### src/rtl/sipo_deser_if.sv
// Serial input / parallel output handshake bundle for sipo_deser.
// The slave modport is the deserializer side; master is the stream source and word consumer.
interface sipo_deser_if #(
    parameter int WIDTH = 7
);
    logic             si;
    logic             si_valid;
    logic [WIDTH-1:0] o;
    logic             o_valid;
    logic             o_ready;
    logic             busy;
    logic             overrun;
    logic             perr;

    modport master (
        output si, si_valid, o_ready,
        input  o, o_valid, busy, overrun, perr
    );

    modport slave (
        input  si, si_valid, o_ready,
        output o, o_valid, busy, overrun, perr
    );
endinterface

### src/rtl/sipo_deser.sv
// Serial-in parallel-out deserializer with a one-word valid/ready output buffer.
// Optional even parity per word is enabled with the macro SIPO_DESER_PARITY_EN.
module sipo_deser #(
    parameter int WIDTH     = 7,
    parameter bit MSB_FIRST = 1'b1
) (
    input logic         clk,
    input logic         rst,
    sipo_deser_if.slave bus
);

`ifdef SIPO_DESER_PARITY_EN
    localparam int N = WIDTH + 1;
`else
    localparam int N = WIDTH;
`endif
    localparam int CNT_W = $clog2(N + 1);

    typedef enum logic {IDLE, SHIFT} state_t;

    state_t           state_q, state_d;
    logic [CNT_W-1:0] cnt_q, cnt_d;
    logic [WIDTH-1:0] shf_q, shf_d;
    logic [WIDTH-1:0] o_q, o_d;
    logic [WIDTH-1:0] word_d;
    logic             o_valid_q, o_valid_d;
    logic             busy_q;
    logic             overrun_q, overrun_d;
    logic             last;
    logic             slot_free;
`ifdef SIPO_DESER_PARITY_EN
    logic             par_q, par_d;
    logic             perr_q, perr_d;
`endif

    function automatic logic [WIDTH-1:0] shift_in(input logic [WIDTH-1:0] w, input logic b);
        if (MSB_FIRST) return {w[WIDTH-2:0], b};
        else           return {b, w[WIDTH-1:1]};
    endfunction

    assign last      = bus.si_valid && (cnt_q == CNT_W'(N - 1));
    assign slot_free = !o_valid_q || bus.o_ready;

    // With parity the final bit is the parity bit, so the word is already complete in the shifter.
`ifdef SIPO_DESER_PARITY_EN
    assign word_d = shf_q;
`else
    assign word_d = shift_in(shf_q, bus.si);
`endif

    always_comb begin
        state_d   = state_q;
        cnt_d     = cnt_q;
        shf_d     = shf_q;
        o_d       = o_q;
        o_valid_d = o_valid_q;
        overrun_d = 1'b0;
`ifdef SIPO_DESER_PARITY_EN
        par_d     = par_q;
        perr_d    = perr_q;
`endif
        case (state_q)
            IDLE: begin
                if (bus.si_valid) begin
                    state_d = SHIFT;
                    cnt_d   = CNT_W'(1);
                    shf_d   = shift_in(shf_q, bus.si);
`ifdef SIPO_DESER_PARITY_EN
                    par_d   = bus.si;
`endif
                end
            end
            SHIFT: begin
                if (last) begin
                    state_d = IDLE;
                    cnt_d   = '0;
                    shf_d   = '0;
`ifdef SIPO_DESER_PARITY_EN
                    par_d   = 1'b0;
`endif
                end else if (bus.si_valid) begin
                    cnt_d = cnt_q + CNT_W'(1);
                    shf_d = shift_in(shf_q, bus.si);
`ifdef SIPO_DESER_PARITY_EN
                    par_d = par_q ^ bus.si;
`endif
                end
            end
            default: begin
                state_d = IDLE;
                cnt_d   = '0;
            end
        endcase

        if (o_valid_q && bus.o_ready) o_valid_d = 1'b0;
        // A completed word either takes the free slot or is dropped with an overrun pulse.
        if (last) begin
            if (slot_free) begin
                o_d       = word_d;
                o_valid_d = 1'b1;
`ifdef SIPO_DESER_PARITY_EN
                perr_d    = par_q ^ bus.si;
`endif
            end else begin
                overrun_d = 1'b1;
            end
        end
    end

    always_ff @(posedge clk or posedge rst) begin
        if (rst) begin
            state_q   <= IDLE;
            cnt_q     <= '0;
            shf_q     <= '0;
            o_q       <= '0;
            o_valid_q <= 1'b0;
            busy_q    <= 1'b0;
            overrun_q <= 1'b0;
`ifdef SIPO_DESER_PARITY_EN
            par_q     <= 1'b0;
            perr_q    <= 1'b0;
`endif
        end else begin
            state_q   <= state_d;
            cnt_q     <= cnt_d;
            shf_q     <= shf_d;
            o_q       <= o_d;
            o_valid_q <= o_valid_d;
            busy_q    <= (cnt_d != '0);
            overrun_q <= overrun_d;
`ifdef SIPO_DESER_PARITY_EN
            par_q     <= par_d;
            perr_q    <= perr_d;
`endif
        end
    end

    assign bus.o       = o_q;
    assign bus.o_valid = o_valid_q;
    assign bus.busy    = busy_q;
    assign bus.overrun = overrun_q;
`ifdef SIPO_DESER_PARITY_EN
    assign bus.perr    = perr_q;
`else
    assign bus.perr    = 1'b0;
`endif

endmodule

### src/flat_wrapper.sv
// flat-port wrapper written by rule: the top's interface ports become plain ports
module sipo_deser_flat 
#(
    parameter int WIDTH     = 7,
    parameter bit MSB_FIRST = 1'b1
)
  (clk, rst, bus_si, bus_si_valid, bus_o_ready, bus_o, bus_o_valid, bus_busy, bus_overrun, bus_perr);
  sipo_deser_if #(.WIDTH(WIDTH)) bus_i ();
  input logic clk;
  input logic rst;
  input wire logic [$bits(bus_i.si)-1:0] bus_si;
  input wire logic [$bits(bus_i.si_valid)-1:0] bus_si_valid;
  input wire logic [$bits(bus_i.o_ready)-1:0] bus_o_ready;
  output wire logic [$bits(bus_i.o)-1:0] bus_o;
  output wire logic [$bits(bus_i.o_valid)-1:0] bus_o_valid;
  output wire logic [$bits(bus_i.busy)-1:0] bus_busy;
  output wire logic [$bits(bus_i.overrun)-1:0] bus_overrun;
  output wire logic [$bits(bus_i.perr)-1:0] bus_perr;
  assign bus_i.si = bus_si;
  assign bus_i.si_valid = bus_si_valid;
  assign bus_i.o_ready = bus_o_ready;
  assign bus_o = bus_i.o;
  assign bus_o_valid = bus_i.o_valid;
  assign bus_busy = bus_i.busy;
  assign bus_overrun = bus_i.overrun;
  assign bus_perr = bus_i.perr;
  sipo_deser #(.WIDTH(WIDTH), .MSB_FIRST(MSB_FIRST)) u_core (.clk(clk), .rst(rst), .bus(bus_i));
endmodule
### config.mk
export PLATFORM = sky130hd
export DESIGN_NAME = sipo_deser_flat
export DESIGN_NICKNAME = d
export VERILOG_FILES = /design/src/rtl/sipo_deser_if.sv /design/src/rtl/sipo_deser.sv /design/src/flat_wrapper.sv
export SDC_FILE = /design/constraint.sdc
export NUM_CORES = 1
export LEC_CHECK = 0
export CORE_ASPECT_RATIO = 1.4
export CORE_MARGIN = 2
export CORE_UTILIZATION = 44
export CTS_BUF_LIST = sky130_fd_sc_hd__clkbuf_8 sky130_fd_sc_hd__clkbuf_16
export DETAILED_ROUTE_END_ITERATION = 8
export HOLD_SLACK_MARGIN = 0.1
export PLACE_DENSITY = 0.83
export SYNTH_ARGS = -nofsm -noshare
export SYNTH_HDL_FRONTEND = slang
export SYNTH_SLANG_ARGS = --single-unit
### constraint.sdc
create_clock -name clk -period 1.5 [get_ports clk]
set_input_delay 0.3 -clock clk [delete_from_list [all_inputs] [get_ports clk]]
set_output_delay 0.3 -clock clk [all_outputs]
set_load 0.005 [all_outputs]
==> results of run 1 <==
## layer usage
metal	global-route usage [%]	up-vias
met5	0	-
met3	3.953	4
met1	18.50	281
met4	11.06	0
li1	-	272
met2	23.21	8
## metrics by stage
stage,setup WS [ps],total power [mW],TNS [ps]
final,7.101,2.174,0
after global routing,-53.35,2.311,-55.37
after CTS,3.293,2.071,0
after detailed placement,-262.4,1.612,-2213
after global placement,-211.8,1.571,-1974
after floorplan,75.89,1.279,0
## worst max-delay path by stage
stage	start	endpoint
finish	u_core.cnt_q[0]	u_core.bus.busy
global route	u_core.cnt_q[0]	u_core.bus.busy
CTS	u_core.cnt_q[0]	u_core.bus.busy
detailed placement	bus_si_valid	u_core.bus.busy
global placement	bus_si_valid	u_core.bus.busy
floorplan	u_core.cnt_q[0]	u_core.bus.o[0]
## repair_timing
| action | 4_1_cts | 5_1_grt |
|---|---|---|
| endpoints found under the hold margin | 0 | 0 |
| setup buffers | 0 | 1 |
| pin swaps | 0 | 1 |
| gates resized for setup | 6 | 11 |
| setup endpoints to repair | 8 | 8 |
## report_power, final
| part | switching (mW) | leakage [nW] | total, mW | internal, mW |
|---|---|---|---|---|
| sequential | 0.181 | 0.244 | 0.943 | 0.762 |
| combinational | 0.288 | 0.285 | 0.817 | 0.529 |
| clock | 0.180 | 0.0288 | 0.414 | 0.234 |
## cell type report
| class | instances | area (sq um) |
|---|---|---|
| multi-input cells | 42 | 379.1 |
| inverters | 4 | 15.01 |
| repair buffers | 19 | 183.9 |
| flip-flops and latches | 20 | 500.5 |
| well taps | 20 | 25.02 |
| fillers | 142 | 643.1 |
| clock buffers | 4 | 55.05 |
## tightest hold or removal path, cell delays in order
cell	delay, ps
clkdlybuf4s50_1	410
inv_1	50
buf_4	260
## layout by cell type (no fill, tap or decap), drive strengths merged
cell / count
o32ai: 1
nor2b: 1
nor2: 9
nand2: 3
nand3: 2
dlygate4sd2: 1
and4b: 1
nand2b: 1
buf: 5
and4bb: 1
o21ai: 1
dfrtp: 20
mux2i: 6
a211o: 2
conb: 1
mux2: 7
clkbuf: 4
ha: 3
clkdlybuf4s50: 13
and2: 2
and3: 1
inv: 4
## flip-flops by register name (all words and copies together) (netlist names)
register	count
u_core.state_q	1
u_core.bus.o	7
u_core.shf_q	6
u_core.bus.overrun	1
u_core.bus.o_valid	1
u_core.bus.busy	1
u_core.cnt_q	3
## cells by family after synthesis
logic type,Yosys count,synth area share (%)
buffers and inverters,8,4.504
AO/OA/AOI/OAI,4,3.634
flip-flops,20,58.14
multiplexers,13,16.13
other,1,0.4356
adder cells (fa/ha/maj),3,4.361
AND/OR/NAND/NOR,21,12.79
==> results.tsv, run 1 <==
stage	metric	value	unit
outcome	status	finished, final reports clean	
floorplan	# rows	18	
logic_synthesis	most common cell in the netlist	dfrtp_1	
logic_synthesis	post-synthesis cell count	70	
logic_synthesis	yosys warns	0	
drt	DR iter-0 viols	5	
power_and_ir_drop	peak supply drop	0.001081	V
power_and_ir_drop	LEAKAGE	0.5578	nW
setup_path	crit-path cells	inv_2 -> ha_4 -> and4bb_2 -> a211o_1 -> a211o_1	
setup_path	critical path depth	5	
place	Cell Area, Placed	1032	sq um
final_layout	final core occ	64.31	%
floorplan	die height	56.34	um
grt	first-pass GRT wire length	2373	um
floorplan	Core Area	1802	sq um
sta	Max Clock Skew	2.485	ps
clock_tree	Sink Count	20	
logic_synthesis	flops & latches, synth	20	
setup_path	Crit Path Class	flop to flop	
grt	vias in the first global route	548	
clock_tree	clk buf depth	2	
sta	Final Hold Slack	374.6	ps
setup_path	CP dominant cell by count	a211o_1	
clock_tree	Worst-Skew Late Latency	260	ps
sta	RSZ-0062 raised after global routing	yes	
place	hpwl dp	1071	um
place	IO Port Bufs	14	
drt	DRT met1 WL	686	um
drt	drt total wl	1675	um
setup_path	critical path launch point type	flop	
power_and_ir_drop	Cell Pwr Density	1877	nW/um^2
floorplan	die width	41.38	um
setup_path	end of the worst register-to-register path	u_core.bus.busy	
logic_synthesis	post-synthesis sequential area ratio	58.14	%
logic_synthesis	Avg Cell Area, Syn	12.30	sq um
grt	grt total ovfl	0	
clock_tree	CTS tree	done	
drt	Post-DRT Antenna Nets	0	
logic_synthesis	Post-synth EDFFs	0	
clock_tree	CTS Hold Bufs	0	
floorplan	die area	2331	sq um
final_layout	nets@finish	98	
setup_path	Crit path required time	1650	ps
grt	initial antenna violation count	0	
final_layout	P&R area growth vs syn	34.59	%
setup_path	r2r setup slk	7	ps
logic_synthesis	Post-synth top cells	20 x dfrtp_1, 9 x nor2_1, 7 x mux2_2	
drt	per-cell routed wire length	15.37	um
clock_tree	CTS buffer count	3	
final_layout	layout cells sized above 1	25.84	%
drt	Post-route DRC	0	
setup_path	endpoint class of the critical path	flop	
drt	met2 WL	898	um
drt	drt pass-1 iters	2	
grt	largest net degree at the start of global routing	21	
hold_path	HP Class	input port to async pin	
setup_path	Worst path slowest cell	dfrtp_1	
place	routability congestion estimate	0.6359	
drt	DR WL met3	48	um
logic_synthesis	syn nets	78	
logic_synthesis	Synth area leaders	dfrtp_1 58%, mux2_2 9.2%, mux2i_1 7.0%	
drt	via/cell ratio	5.183	
place	dpl cells	104	
setup_path	Worst Reg2Reg Path Length in Cells	5	
sta	Max Slew Vio Count	0	
logic_synthesis	Post-synth top flop	dfrtp_1	
final_layout	diode count	0	
clock_tree	Root Buffer	clkbuf_8	
setup_path	reg2reg start	u_core.cnt_q[0]	
clock_tree	htree depth	1	
sta	fmax	0.6698	GHz
sta	Hold Fails Final Rpt	0	
setup_path	Buffers & Inverters on Critical Path	1	
floorplan	# IOs	16	
sta	Period Utilization, post-route	99.53	%
run	Max-cap violations	0	
drt	top layer used by detailed routing	met4	
sta	final setup violation count	0	
final_layout	fin area	1159	sq um
final_layout	final cell count without fillers	109	
logic_synthesis	FFs w/ async S/R, synth	100.0	%
setup_path	CP peak stage delay	410	ps
setup_path	Crit path arrival time	1640	ps
clock_tree	clock slew at reported path FFs	70	ps
drt	via count	565	
logic_synthesis	post-synthesis cell area	860.8	sq um
setup_path	Crit Path Max Fanout	3	
setup_path	delay-heaviest family, CP	compound AO/OA/AOI/OAI gates	
logic_synthesis	area fraction of the dominant cell type after synthesis	58.14	%
sta	min Tclk post-route	1493	ps
logic_synthesis	synth unique cells	22	
floorplan	Initial Util	47.78	%
logic_synthesis	area leader, netlist	dfrtp_1	
grt	Total Routing Usage GR	15.65	%
No activity file was read; power rests on OpenSTA's default activity.
==> run 2: changes to the inputs <==
--- a/config.mk
+++ b/config.mk
@@ -6,7 +6,7 @@
 export NUM_CORES = 1
 export LEC_CHECK = 0
 export CORE_ASPECT_RATIO = 1.4
-export CORE_MARGIN = 2
+export CORE_MARGIN = 4
 export CORE_UTILIZATION = 44
 export CTS_BUF_LIST = sky130_fd_sc_hd__clkbuf_8 sky130_fd_sc_hd__clkbuf_16
 export DETAILED_ROUTE_END_ITERATION = 8
==> run 2 against run 1 <==
  * Sequential power down 3.0%
  * Sequential share of layout area up 1.4 points
  * Global-route usage down 3.5 points
  * Via count unchanged
  * Routed wire length down 15%
  * Register-to-register slack better by 30 ps
  * Final area down 3.2%
  * Power down 5.7%
==> results.tsv, run 2 (synthesis results as in run 1) <==
stage	metric	value	unit	change
outcome	status	finished, final reports clean		unchanged
sta	Max Clock Skew	1.046	ps	was 2.485 ps
grt	vias in the first global route	560		was 548
setup_path	Crit Path Class	flop to flop		unchanged
sta	Hold Fails Final Rpt	0		unchanged
sta	RSZ-0062 raised after global routing	yes		unchanged
sta	Period Utilization, post-route	97.58	%	was 99.53%
setup_path	endpoint class of the critical path	flop		unchanged
grt	met3 GRT Util	2.967	%	was 3.953%
setup_path	Crit path required time	1640	ps	was 1650 ps
clock_tree	CTS tree	done		unchanged
setup_path	critical path launch point type	flop		unchanged
setup_path	Buffers & Inverters on Critical Path	0		was 1
drt	DR iter-0 viols	7		was 5
drt	via count	565		unchanged
grt	grt total ovfl	0		unchanged
grt	Top Usage Layer GRT	met2		unchanged
drt	per-cell routed wire length	13.00	um	was 15.37 um
sta	fmax	0.6832	GHz	was 0.6698 GHz
drt	Post-route DRC	0		unchanged
floorplan	Initial Util	47.78	%	unchanged
setup_path	CP dominant cell by count	a211o_1		unchanged
clock_tree	Root Buffer	clkbuf_8		unchanged
place	hpwl dp	1064	um	was 1071 um
sta	Max Slew Vio Count	0		unchanged
floorplan	die width	45.38	um	was 41.38 um
final_layout	P&R area growth vs syn	30.23	%	was 34.59%
final_layout	max reg flops	7		unchanged
final_layout	commonest non-fill, non-tap cells in the layout	20 x dfrtp_1, 13 x clkdlybuf4s50_1, 9 x nor2_1		unchanged
drt	drt pass-1 iters	4		was 2
place	IO Port Bufs	14		unchanged
sta	min Tclk post-route	1464	ps	was 1493 ps
place	routability congestion estimate	0.7678		was 0.6359
final_layout	layout cells sized above 1	25.56	%	was 25.84%
floorplan	Core Area	1802	sq um	unchanged
sta	Final Hold Slack	368.1	ps	was 374.6 ps
drt	drt total wl	1430	um	was 1675 um
setup_path	delay-heaviest family, CP	compound AO/OA/AOI/OAI gates		unchanged
final_layout	nets@finish	99		was 98
clock_tree	htree depth	1		unchanged
final_layout	storage element area	500.5	sq um	unchanged
floorplan	die area	2738	sq um	was 2331 sq um
floorplan	die height	60.34	um	was 56.34 um
setup_path	Crit Path Max Fanout	3		unchanged
floorplan	# IOs	16		unchanged
setup_path	Crit path arrival time	1610	ps	was 1640 ps
final_layout	final core occ	62.22	%	was 64.31%
grt	Total Routing Usage GR	12.15	%	was 15.65%
clock_tree	Worst-Skew Late Latency	250	ps	was 260 ps
setup_path	crit-path cells	ha_2 -> and4b_1 -> a211o_1 -> a211o_1		was inv_2 -> ha_4 -> and4bb_2 -> a211o_1 -> a211o_1
clock_tree	clk buf depth	2		unchanged
power_and_ir_drop	LEAKAGE	0.5360	nW	was 0.5578 nW
final_layout	fill count	144		was 142
grt	global routing usage on met1	14.26	%	was 18.50%
clock_tree	clock slew at reported path FFs	70	ps	about the same
sta	final setup violation count	0		unchanged
grt	largest net degree at the start of global routing	21		unchanged
final_layout	commonest non-fill, non-tap cell in the layout	dfrtp_1		unchanged
setup_path	r2r setup slk	40	ps	was 7 ps
drt	Post-DRT Antenna Nets	0		unchanged
final_layout	diode count	0		unchanged
setup_path	Worst path slowest cell	dfrtp_1		unchanged
setup_path	CP peak stage delay	420	ps	was 410 ps
grt	initial antenna violation count	0		unchanged
power_and_ir_drop	peak supply drop	0.001065	V	was 0.001081 V
grt	first-pass GRT wire length	2380	um	was 2373 um
clock_tree	Sink Count	20		unchanged
grt	met2 global-route usage	19.56	%	was 23.21%
run	Max-cap violations	0		unchanged
hold_path	HP Class	input port to async pin		unchanged
final_layout	Multi-input gate area	341.6	sq um	was 379.1 sq um
power_and_ir_drop	Cell Pwr Density	1829	nW/um^2	was 1877 nW/um^2
drt	via/cell ratio	5.136		was 5.183
clock_tree	CTS buffer count	3		unchanged
floorplan	# rows	18		unchanged
run 2: cell types whose count changed in the layout (fill, tap and decap cells not counted):
cell     change
nor2b_1      +1
nor2b_4      -1
mux2_4       -6
buf_4        +2
nand3_4      -1
nand3_2      +1
buf_8        -1
mux2_2       +6
run 2: area by class of cell:
type / count / area share (%)
Tap cell: 20 / 2.232
Clock buffer: 4 / 4.911
Sequential cell: 20 / 44.64
Multi-Input combinational cell: 42 / 30.47
Inverter: 4 / 1.339
Timing Repair Buffer: 20 / 16.41
run 2: worst paths after layout:
check | depth (start not counted) | start | end
setup / recovery | 4 | u_core.cnt_q[1] | u_core.bus.busy
min in group clk | 1 | u_core.bus.o[0] | u_core.bus.o[0]
hold reg to reg | 1 | u_core.bus.o[0] | u_core.bus.o[0]
max in group asynchronous | 3 | rst | u_core.shf_q[2]
hold / removal | 3 | rst | u_core.bus.overrun
setup reg to reg | 4 | u_core.cnt_q[1] | u_core.bus.busy
run 2: timing repair:
action,in CTS,in global routing
resized for setup,4,2
setup buffers,0,1
setup endpoints to repair,8,8
hold buffers,0,0
run 2: tightest hold or removal path, stage by stage:
cell	delay, ps
clkdlybuf4s50_1	400
inv_1	50
buf_4	250
run 2: where the power goes:
part	total, mW	switching, mW	internal, mW
combinational	0.741	0.271	0.470
clock	0.395	0.162	0.233
sequential	0.915	0.152	0.762
run 2: metrics by stage:
step                      power, mW  setup slack (ps)  area, sq um  setup TNS (ps)  cells
after floorplan               1.279             75.89        860.8               0     70
after global placement        1.577            -207.6         1040           -1860    105
after detailed placement      1.619            -267.9         1040           -2247    105
after CTS                     2.037            -2.920         1101          -2.920    109
after global routing          2.213            -33.09         1121          -209.8    110
final                         2.050             36.32         1121               0    110
run 2: layer usage:
layer	part of all wire, %	vias to the layer above
met3	4.3	4
met1	41	276
met5	0	-
met2	52	13
li1	-	272
met4	2.4	0
==> run 3: changes to the inputs <==
--- a/config.mk
+++ b/config.mk
@@ -5,8 +5,8 @@
 export SDC_FILE = /design/constraint.sdc
 export NUM_CORES = 1
 export LEC_CHECK = 0
+export CAP_MARGIN = 0
 export CORE_ASPECT_RATIO = 1.4
-export CORE_MARGIN = 4
 export CORE_UTILIZATION = 44
 export CTS_BUF_LIST = sky130_fd_sc_hd__clkbuf_8 sky130_fd_sc_hd__clkbuf_16
 export DETAILED_ROUTE_END_ITERATION = 8
==> run 3 against run 2 <==
  * Routed wire length grew 7.5%
  * Critical path depth grew 1
  * Clock power grew 3%
  * Via count grew 1.2%
  * Utilization grew 1.2 points
  * Power grew 4.1%
  * Sequential power grew 1%
  * Combinational power grew 8.1%
  * Final cell count shrank 0.91%
  * Critical path type unchanged
  * Critical endpoint unchanged
==> results.tsv, run 3 (synthesis results as in run 1) <==
stage	metric	value	unit	change
final_layout	nets@finish	98		was 99
place	dpl cells	104		was 105
drt	Post-DRT Antenna Nets	0		unchanged
hold_path	HP Class	input port to async pin		unchanged
power_and_ir_drop	Flop pwr share	43.4	%	was 44.6%
sta	final setup violation count	0		unchanged
floorplan	die width	39.38	um	was 45.38 um
power_and_ir_drop	peak supply drop	0.001087	V	was 0.001065 V
clock_tree	Sink Count	20		unchanged
drt	per-cell routed wire length	14.10	um	was 13.00 um
clock_tree	Root Buffer	clkbuf_8		unchanged
run	Max-cap violations	0		unchanged
power_and_ir_drop	Sw Pwr	0.6162	mW	was 0.5848 mW
grt	initial antenna violation count	0		unchanged
place	Cell Area, Placed	1032	sq um	was 1040 sq um
final_layout	max reg flops	7		unchanged
sta	Period Utilization, post-route	97.33	%	was 97.58%
place	IO Port Bufs	14		unchanged
setup_path	end of the worst register-to-register path	u_core.bus.busy		unchanged
clock_tree	htree depth	1		unchanged
floorplan	Initial Util	47.78	%	unchanged
final_layout	fill count	138		was 144
drt	Post-route DRC	0		unchanged
sta	RSZ-0062 raised after global routing	yes		unchanged
outcome	status	finished, final reports clean		unchanged
floorplan	die area	2140	sq um	was 2738 sq um
setup_path	Crit Path Class	flop to flop		unchanged
power_and_ir_drop	switching fraction of total power	28.88	%	was 28.53%
final_layout	commonest non-fill, non-tap cell in the layout	dfrtp_1		unchanged
grt	Total Routing Usage GR	17.80	%	was 12.15%
setup_path	endpoint class of the critical path	flop		unchanged
grt	grt total ovfl	0		unchanged
floorplan	die height	54.34	um	was 60.34 um
setup_path	Worst Reg2Reg Path Length in Cells	5		was 4
setup_path	Crit Path Max Fanout	3		unchanged
place	routability congestion estimate	0.6150		was 0.7678
drt	drt pass-1 iters	2		was 4
power_and_ir_drop	Cell Pwr Density	1868	nW/um^2	was 1829 nW/um^2
final_layout	diode count	0		unchanged
drt	via/cell ratio	5.248		was 5.136
sta	fmax	0.6849	GHz	was 0.6832 GHz
final_layout	layout cells sized above 1	25.84	%	was 25.56%
final_layout	storage element area	500.5	sq um	unchanged
final_layout	final cell count without fillers	109		was 110
sta	Total Neg Setup Slack	0	ps	unchanged
sta	Max Clock Skew	1.652	ps	was 1.046 ps
grt	largest net degree at the start of global routing	21		unchanged
power_and_ir_drop	Int Pwr	1.517	mW	was 1.465 mW
clock_tree	CTS tree	done		unchanged
final_layout	final core occ	63.40	%	was 62.22%
setup_path	crit-path cells	inv_2 -> ha_4 -> and4bb_2 -> a211o_1 -> a211o_1		was ha_2 -> and4b_1 -> a211o_1 -> a211o_1
setup_path	critical path launch point type	flop		unchanged
power_and_ir_drop	Clock Power Share	19.1	%	was 19.3%
power_and_ir_drop	combinational power share	37.5	%	was 36.1%
clock_tree	CTS buffer count	3		unchanged
final_layout	fin area	1142	sq um	was 1121 sq um
power_and_ir_drop	LEAKAGE	0.5500	nW	was 0.5360 nW
floorplan	# IOs	16		unchanged
setup_path	reg2reg start	u_core.cnt_q[0]		was u_core.cnt_q[1]
grt	first-pass GRT wire length	2442	um	was 2380 um
setup_path	Crit path arrival time	1610	ps	about the same
final_layout	Multi-input gate area	366.6	sq um	was 341.6 sq um
clock_tree	clock slew at reported path FFs	70	ps	about the same
place	hpwl dp	1043	um	was 1064 um
grt	vias in the first global route	575		was 560
setup_path	r2r setup slk	40	ps	about the same
sta	Max Slew Vio Count	0		unchanged
final_layout	P&R area growth vs syn	32.70	%	was 30.23%
clock_tree	Worst-Skew Late Latency	260	ps	was 250 ps
floorplan	Core Area	1802	sq um	unchanged
setup_path	Crit path required time	1650	ps	was 1640 ps
setup_path	CP dominant cell by count	a211o_1		unchanged
setup_path	Worst path slowest cell	dfrtp_1		unchanged
sta	Hold Fails Final Rpt	0		unchanged
drt	via count	572		was 565
clock_tree	clk buf depth	2		unchanged
setup_path	CP peak stage delay	390	ps	was 420 ps
drt	drt total wl	1537	um	was 1430 um
drt	DR iter-0 viols	2		was 7
setup_path	critical path launch point	u_core.cnt_q[0]		was u_core.cnt_q[1]
final_layout	commonest non-fill, non-tap cells in the layout	20 x dfrtp_1, 13 x clkdlybuf4s50_1, 9 x nor2_1		unchanged
floorplan	# rows	18		unchanged
sta	min Tclk post-route	1460	ps	was 1464 ps
-- run 3: worst max-delay path: cells and delay by family (launching register included) --
kind	cells	cell delay [ps]
buf+inv	1	90
flops	1	390
fa+ha+maj	1	140
simple gates	1	230
compound gates	2	490
-- run 3: how the worst max path moves through the flow --
stage	endpoint	slack, ps	depth (start not counted)
after floorplan	u_core.bus.o[0]	80	6
after global placement	u_core.bus.busy	-200	6
after detailed placement	u_core.bus.busy	-280	6
after CTS	u_core.bus.o[4]	3	6
after global routing	u_core.bus.busy	-40	5
final	u_core.bus.busy	40	5
-- run 3: layer usage --
| metal | up-vias | global-route usage [%] | wire length [um] |
|---|---|---|---|
| li1 | 273 | - | - |
| met1 | 282 | 20.38 | 649 |
| met2 | 13 | 27.50 | 776 |
| met3 | 4 | 4.878 | 72 |
| met4 | 0 | 13.79 | 38 |
| met5 | - | 0 | 0 |
-- run 3: power by group through the flow --
stage                     registers (mW)  logic, mW  clock network [mW]
final                              0.926      0.801               0.407
after global routing               0.954      0.895               0.441
after CTS                          0.919      0.731               0.414
after detailed placement           0.918      0.700                   0
after floorplan                    0.894      0.386                   0
after global placement             0.904      0.670                   0
-- run 3: layout make-up --
class                      instances  area share, %
tap                               20          2.191
clock buffer                       4          4.819
timing repair buffer              19          15.77
multi-input combinational         42          32.09
sequential                        20          43.81
inverter                           4          1.314
-- run 3: timing repair --
item | in CTS | in global routing
buffers inserted | 0 | 1
endpoints found under the setup margin | 8 | 8
pin swaps | 0 | 4
cloned | 0 | 0
endpoints found under the hold margin | 0 | 0
gates resized for setup | 5 | 9
hold buffers | 0 | 0
-- run 3: per-stage QoR --
stage	total power [mW]	hold WS, ps	setup WS, ps
after floorplan	1.279	263.8	75.89
after global placement	1.574	489.8	-203.6
after detailed placement	1.618	494.0	-278.1
after CTS	2.065	385.9	2.527
after global routing	2.289	398.9	-39.76
final	2.134	378.4	40.02
